===== config.mk =====
export PLATFORM = sky130hd
export DESIGN_NAME = bp_be_acc_tile_sequencer
export DESIGN_NICKNAME = d
export VERILOG_FILES = /design/src/rtl/bp_be_pkg.sv /design/src/rtl/bp_be_acc_credit_counter.sv /design/src/rtl/bp_be_acc_tile_sequencer.sv
export SDC_FILE = /design/constraint.sdc
export NUM_CORES = 1
export LEC_CHECK = 0
export CAP_MARGIN = 20
export CORE_ASPECT_RATIO = 1.75
export CORE_MARGIN = 2
export CORE_UTILIZATION = 30
export DETAILED_ROUTE_END_ITERATION = 10
export SLEW_MARGIN = 20
export SYNTH_ARGS = -nofsm -noshare
export SYNTH_HDL_FRONTEND = slang
export SYNTH_SLANG_ARGS = --single-unit

===== constraint.sdc =====
create_clock -name clk_i -period 6 [get_ports clk_i]
set_input_delay 0.9 -clock clk_i [delete_from_list [all_inputs] [get_ports clk_i]]
set_output_delay 0.9 -clock clk_i [all_outputs]
set_load 0.05 [all_outputs]

===== src/rtl/bp_be_pkg.sv =====
// Shared BE accelerator types: decode enums plus the tile sequencer state and descriptor.
package bp_be_pkg;

  localparam int bp_be_acc_paddr_width_gp = 40;
  localparam int bp_be_acc_len_width_gp   = 16;

  typedef enum logic [1:0] {
    e_acc_op_none,
    e_acc_op_tile,
    e_acc_op_csr_rd,
    e_acc_op_csr_wr
  } bp_be_acc_op_e;

  typedef struct packed {
    logic          v;
    bp_be_acc_op_e op;
    logic [4:0]    rd_addr;
  } bp_be_acc_decode_s;

  typedef enum logic [1:0] {
    e_acc_seq_idle,
    e_acc_seq_dest,
    e_acc_seq_act,
    e_acc_seq_wt
  } bp_be_acc_seq_state_e;

  typedef struct packed {
    logic [bp_be_acc_paddr_width_gp-1:0] act_base;
    logic [bp_be_acc_paddr_width_gp-1:0] wt_base;
    logic [bp_be_acc_paddr_width_gp-1:0] dest;
    logic [bp_be_acc_len_width_gp-1:0]   len;
  } bp_be_acc_desc_s;

endpackage


===== src/rtl/bp_be_acc_credit_counter.sv =====
// Outstanding-writeback counter: saturating up/down, flags a decrement attempted at zero.
module bp_be_acc_credit_counter #(
  parameter int max_p   = 2,
  parameter int width_p = $clog2(max_p + 1)
) (
  input  logic               clk_i,
  input  logic               reset_n_i,
  input  logic               inc_i,
  input  logic               dec_i,
  output logic [width_p-1:0] count_next_o,
  output logic               underflow_o
);

  logic [width_p-1:0] count_q, count_d;

  // A decrement at zero is dropped; simultaneous inc and valid dec cancel.
  always_comb begin
    underflow_o = dec_i & (count_q == '0);
    count_d     = count_q;
    case ({inc_i, dec_i & ~underflow_o})
      2'b10: if (count_q != width_p'(max_p)) count_d = count_q + width_p'(1);
      2'b01: count_d = count_q - width_p'(1);
      default: count_d = count_q;
    endcase
  end

  assign count_next_o = count_d;

  always_ff @(posedge clk_i or negedge reset_n_i) begin
    if (!reset_n_i) count_q <= '0;
    else            count_q <= count_d;
  end

endmodule


===== src/rtl/bp_be_acc_tile_sequencer.sv =====
// Per-tile sequencer: one destination token, then alternating act/wt block loads,
// gated by writeback credits. Every output is a flop fed from next-state decode.
module bp_be_acc_tile_sequencer
  import bp_be_pkg::*;
#(
  parameter int paddr_width_p = bp_be_acc_paddr_width_gp,
  parameter int len_width_p   = bp_be_acc_len_width_gp,
  parameter int block_bytes_p = 64,
  parameter int credits_p     = 2
) (
  input  logic                     clk_i,
  input  logic                     reset_n_i,
  input  logic                     cfg_v_i,
  output logic                     cfg_ready_o,
  input  logic [paddr_width_p-1:0] cfg_act_base_i,
  input  logic [paddr_width_p-1:0] cfg_wt_base_i,
  input  logic [paddr_width_p-1:0] cfg_dest_i,
  input  logic [len_width_p-1:0]   cfg_len_i,
  output logic                     dest_v_o,
  output logic [paddr_width_p-1:0] dest_addr_o,
  input  logic                     dest_ready_i,
  output logic                     cmd_v_o,
  output logic [paddr_width_p-1:0] cmd_addr_o,
  output logic                     cmd_act_not_wt_o,
  output logic                     cmd_last_o,
  input  logic                     cmd_ready_i,
  input  logic                     wb_ack_i,
  output logic                     done_o,
  output logic                     err_o,
  output logic                     busy_o
);

  localparam int cnt_width_lp = $clog2(credits_p + 1);
  localparam int blk_shift_lp = $clog2(block_bytes_p);

  // Handshake: a transfer happens on a rising edge where valid & ready; a raised
  // valid and its payload hold until that transfer.
  bp_be_acc_seq_state_e state_q, state_d;
  bp_be_acc_desc_s      desc_q, desc_d;
  logic [len_width_p-1:0]   idx_q, idx_d, len_d;
  logic                     cfg_ready_q, cfg_ready_d;
  logic                     dest_v_q, dest_v_d;
  logic [paddr_width_p-1:0] dest_addr_q, dest_addr_d;
  logic                     cmd_v_q, cmd_v_d;
  logic [paddr_width_p-1:0] cmd_addr_q, cmd_addr_d, base_d;
  logic                     cmd_act_q, cmd_act_d;
  logic                     cmd_last_q, cmd_last_d;
  logic                     done_q, done_d;
  logic                     err_q, err_d;
  logic                     busy_q, busy_d;
  logic                     cfg_fire, dest_fire, cmd_fire, zero_len, ack_underflow;
  logic [cnt_width_lp-1:0]  credit_cnt_next;

  assign cfg_fire  = cfg_v_i & cfg_ready_q;
  assign dest_fire = dest_v_q & dest_ready_i;
  assign cmd_fire  = cmd_v_q & cmd_ready_i;

  bp_be_acc_credit_counter #(
    .max_p   (credits_p),
    .width_p (cnt_width_lp)
  ) credit_cnt (
    .clk_i        (clk_i),
    .reset_n_i    (reset_n_i),
    .inc_i        (dest_fire),
    .dec_i        (wb_ack_i),
    .count_next_o (credit_cnt_next),
    .underflow_o  (ack_underflow)
  );

  always_comb begin
    state_d  = state_q;
    desc_d   = desc_q;
    idx_d    = idx_q;
    zero_len = 1'b0;
    case (state_q)
      e_acc_seq_idle: begin
        if (cfg_fire) begin
          desc_d.act_base = bp_be_acc_paddr_width_gp'(cfg_act_base_i);
          desc_d.wt_base  = bp_be_acc_paddr_width_gp'(cfg_wt_base_i);
          desc_d.dest     = bp_be_acc_paddr_width_gp'(cfg_dest_i);
          desc_d.len      = bp_be_acc_len_width_gp'(cfg_len_i);
          idx_d           = '0;
          if (cfg_len_i == '0) zero_len = 1'b1;
          else                 state_d  = e_acc_seq_dest;
        end
      end
      e_acc_seq_dest: if (dest_fire) state_d = e_acc_seq_act;
      e_acc_seq_act:  if (cmd_fire)  state_d = e_acc_seq_wt;
      e_acc_seq_wt: begin
        if (cmd_fire) begin
          // cmd_last_q already encodes idx == K-1 for the pair in flight.
          if (cmd_last_q) begin
            state_d = e_acc_seq_idle;
          end else begin
            idx_d   = idx_q + len_width_p'(1);
            state_d = e_acc_seq_act;
          end
        end
      end
      default: state_d = e_acc_seq_idle;
    endcase

    len_d       = len_width_p'(desc_d.len);
    dest_v_d    = (state_d == e_acc_seq_dest);
    cmd_v_d     = (state_d == e_acc_seq_act) | (state_d == e_acc_seq_wt);
    cmd_act_d   = (state_d == e_acc_seq_act);
    dest_addr_d = paddr_width_p'(desc_d.dest);
    base_d      = cmd_act_d ? paddr_width_p'(desc_d.act_base) : paddr_width_p'(desc_d.wt_base);
    cmd_addr_d  = base_d + (paddr_width_p'(idx_d) << blk_shift_lp);
    cmd_last_d  = (idx_d == len_d - len_width_p'(1));
    err_d       = zero_len | ack_underflow;
    done_d      = wb_ack_i & ~ack_underflow;
    cfg_ready_d = (state_d == e_acc_seq_idle) & (credit_cnt_next < cnt_width_lp'(credits_p));
    busy_d      = (state_d != e_acc_seq_idle) | (credit_cnt_next != '0);
  end

  always_ff @(posedge clk_i or negedge reset_n_i) begin
    if (!reset_n_i) begin
      state_q     <= e_acc_seq_idle;
      desc_q      <= '0;
      idx_q       <= '0;
      cfg_ready_q <= 1'b1;
      dest_v_q    <= 1'b0;
      dest_addr_q <= '0;
      cmd_v_q     <= 1'b0;
      cmd_addr_q  <= '0;
      cmd_act_q   <= 1'b0;
      cmd_last_q  <= 1'b0;
      done_q      <= 1'b0;
      err_q       <= 1'b0;
      busy_q      <= 1'b0;
    end else begin
      state_q     <= state_d;
      desc_q      <= desc_d;
      idx_q       <= idx_d;
      cfg_ready_q <= cfg_ready_d;
      dest_v_q    <= dest_v_d;
      dest_addr_q <= dest_addr_d;
      cmd_v_q     <= cmd_v_d;
      cmd_addr_q  <= cmd_addr_d;
      cmd_act_q   <= cmd_act_d;
      cmd_last_q  <= cmd_last_d;
      done_q      <= done_d;
      err_q       <= err_d;
      busy_q      <= busy_d;
    end
  end

  assign cfg_ready_o      = cfg_ready_q;
  assign dest_v_o         = dest_v_q;
  assign dest_addr_o      = dest_addr_q;
  assign cmd_v_o          = cmd_v_q;
  assign cmd_addr_o       = cmd_addr_q;
  assign cmd_act_not_wt_o = cmd_act_q;
  assign cmd_last_o       = cmd_last_q;
  assign done_o           = done_q;
  assign err_o            = err_q;
  assign busy_o           = busy_q;

endmodule


==> results.json <==
{
  "status": "complete, no violations",
  "crit_path_cell_trace": "clkdlybuf4s50_1 > nor3_1 > nand4_1 > o21ai_1 > o22ai_4 > inv_2 > nor2_1 > nor2_1 > ha_1 > inv_1 > fa_1 > nor2b_1 > o21ai_0 > a21boi_0 > nor2_1 > maj3_1 > o211ai_2 > a31o_2 > nand3_1 > xnor2_1 > mux2_2",
  "ys_seq_elements": 204,
  "timing.rr.end": "cmd_addr_o[32]",
  "syn2layout_area_growth_pct": 31.6,
  "synth_top_area_cell": "dfrtp_1",
  "routedWlPerCell_um": 16.6,
  "synth_flop_cell": "dfrtp_1",
  "die_width_um": 145,
  "vias": 8536,
  "gr-usage-all-layers_pct": 16.9,
  "fmax_mhz": 193,
  "cts_buffer_depth": 3,
  "cp_max_fo": 7,
  "synth_nets": 1352,
  "place_hpwl_um": 23100,
  "synth.distinct_cells": 64,
  "slew_headroom_pct": 40.7,
  "rsz0062_at_grt": "no",
  "cts_tree": "done",
  "ir_drop_uv": 271,
  "cts-root-buf": "clkbuf_16",
  "synth_xor_area_share_pct": 5.11,
  "synth_compound_area_share_pct": 8.45,
  "synth-edff-count": 0,
  "core_area_um2": 34300,
  "antenna_found_initial": 3,
  "cts_sinks": 204,
  "synth_common_cells": "362 x nand2_1, 203 x dfrtp_1, 106 x nor2_1",
  "slew_violations": 0,
  "grt_pass1_vias": 8849,
  "dieArea_um2": 36400,
  "tightest_slew_ns": 0.890,
  "cpPeakStageDelay_ns": 0.55,
  "r2r_start": "state_q[1]",
  "nNetsFinal": 1538,
  "synth.top_cell.area_share_pct": 48.7,
  "cpMostUsedCell": "nor2_1",
  "leakagePower_nw": 6.43,
  "hp-class": "in -> async",
  "path_clk_slew_ns": 0.06,
  "fin_tns_setup_ns": 0,
  "yosys.area_share.adder_pct": 3.05,
  "ys_top_cells_by_area": "dfrtp_1 49%, nand2_1 13%, mux2i_1 4.5%, nor2_1 3.8%, xnor2_1 3.8%",
  "critPathBufInv": 3,
  "final_layout_size_suffix_gt1_share_pct": 5.41,
  "fin_crit_sh_pct": 86.4,
  "start_util_pct": 30.4,
  "antenna_left": 0,
  "start_kind": "input port",
  "avgSynthCellArea_um2": 8.80,
  "rows": 90,
  "synthCells": 1186,
  "arrival_ns": 5.59,
  "cellPowerDensity_nw_per_um2": 547,
  "ioPinCount": 230,
  "synth_mux_area_share_pct": 5.16,
  "grt_max_degree": 117,
  "path_class": "in -> reg",
  "period_needed_ns": 5.18,
  "synth_top_family_by_area": "simple AND/OR/NAND/NOR gates",
  "htree_num_levels": 1,
  "dr.first_iter.drc_count": 462,
  "io_buffers": 229,
  "gp_congestion": 0.872,
  "ff2ff_setup_slack_ns": 0.98,
  "hold_viol_final": 0,
  "async_flop_share_pct": 100,
  "finalPower_w": 0.00751,
  "wl_um": 30800,
  "yosysMostFrequentCell": "nand2_1",
  "syn_area_um2": 10400,
  "cts_resized": 0,
  "grt_overflow_total": 0,
  "critical-path-top-delay-family": "compound AO/OA/AOI/OAI gates",
  "first_pass_iters": 5,
  "clock_latency_ns": 0.52,
  "cp_slowest_cell": "nor3_1",
  "ys_seq_area_share_pct": 48.9,
  "maxCapViolations": 0,
  "post-cts-setup-buffer-count": 0,
  "synth-simple-area-share_pct": 22.5,
  "worst_ep_required_time_ns": 6.40,
  "drc": 0,
  "r2r_cells": 18,
  "grt_pass1_wl_um": 48900,
  "die_h_um": 251,
  "skew_ns": 0.00924,
  "detail_route.vias_per_cell": 4.61,
  "fill_cells": 3399,
  "numCtsBuffers": 21,
  "yosys_warnings": 0,
  "ctsHoldBuffers": 0,
  "end_kind": "flop",
  "setup_viol": 0
}
-- layer usage --
metal	GRT usage, %	part of all wire [%]	up-vias
met5	0	0	-
met3	2.49	4.1	52
met1	18.6	39	4054
li1	-	-	4219
met2	31.7	53	211
met4	7.72	4.2	0
-- worst max path at each step --
stage | from | endpoint | depth (start not counted)
2_1_floorplan | cfg_v_i | cmd_addr_o[32] | 26
5_1_grt | cfg_len_i[13] | cmd_addr_o[28] | 22
4_1_cts | cfg_len_i[13] | cmd_addr_o[32] | 21
3_3_place_gp | cfg_len_i[13] | cmd_addr_o[32] | 21
3_5_place_dp | cfg_len_i[13] | cmd_addr_o[32] | 21
6_report | cfg_len_i[13] | cmd_addr_o[32] | 21
-- layout by cell type, fill, tap and decap left out, drive strengths merged, types with 16 or more instances in the layout --
cell,n
nor2,106
o21ai,42
mux2i,47
clkbuf,31
a21oi,29
nand3,25
nand4,16
ha,23
buf,20
nand2,362
clkdlybuf4s50,228
inv,55
dfrtp,203
xnor2,46
-- where the power goes --
| group | internal [W] | switching, W |
|---|---|---|
| Clock | 0.000808 | 0.000565 |
| Sequential | 0.00197 | 0.000231 |
| Combinational | 0.00134 | 0.00259 |
| Total | 0.00412 | 0.00339 |
-- stage by stage --
stage	worst slack (ns)	cells	util, %	cell area (um^2)	hold slack (ns)
6_report	0.816	1850	40.0	13700	0.404
5_1_grt	0.343	1850	40.0	13700	0.479
4_1_cts	0.750	1847	40.0	13700	0.466
3_5_place_dp	0.221	1809	37.9	13000	0.460
3_3_place_gp	0.354	1809	37.9	13000	0.456
2_1_floorplan	0.361	1186	-	10400	0.436
-- worst register-to-register path, cell delays in order, from the launching register on --
cell	delay, ns
dfrtp_1	0.47
inv_1	0.12
ha_1	0.39
a21boi_1	0.48
or2_2	0.35
a22o_1	0.32
ha_1	0.24
inv_1	0.07
fa_1	0.40
nor2b_1	0.12
o21ai_0	0.10
a21boi_0	0.32
nor2_1	0.11
maj3_1	0.42
o211ai_2	0.21
a31o_2	0.29
nand3_1	0.12
xnor2_1	0.14
mux2_2	0.26
-- logic make-up after synthesis --
kind of cell	after synthesis
flip-flops	204
XOR/XNOR	60
multiplexers	53
adder cells (fa/ha/maj)	25
AO/OA/AOI/OAI	137
buffers and inverters	140
AND/OR/NAND/NOR	567
-- flip-flops by register name, summed over array words and instances, names as in the netlist --
name and flops:
busy_o 1, cfg_ready_o 1, cmd_act_not_wt_o 1, cmd_addr_o 40
cmd_last_o 1, cmd_v_o 1, credit_cnt.count_q 2, desc_q 96
dest_addr_o 40, dest_v_o 1, done_o 1, err_o 1
idx_q 16, state_q 2
-- final cells by class --
type / count / area [um^2] / area share (%)
diodes: 3 / 7.51 / 0.0547
clock buffers: 31 / 623 / 4.54
repair buffers: 248 / 2460 / 17.9
clock inverters: 7 / 95.1 / 0.692
multi-input cells: 842 / 4650 / 33.9
flip-flops and latches: 204 / 5110 / 37.2
well taps: 460 / 576 / 4.19
inverters: 55 / 206 / 1.50
Note: power is estimated with default switching activity, not from simulation.
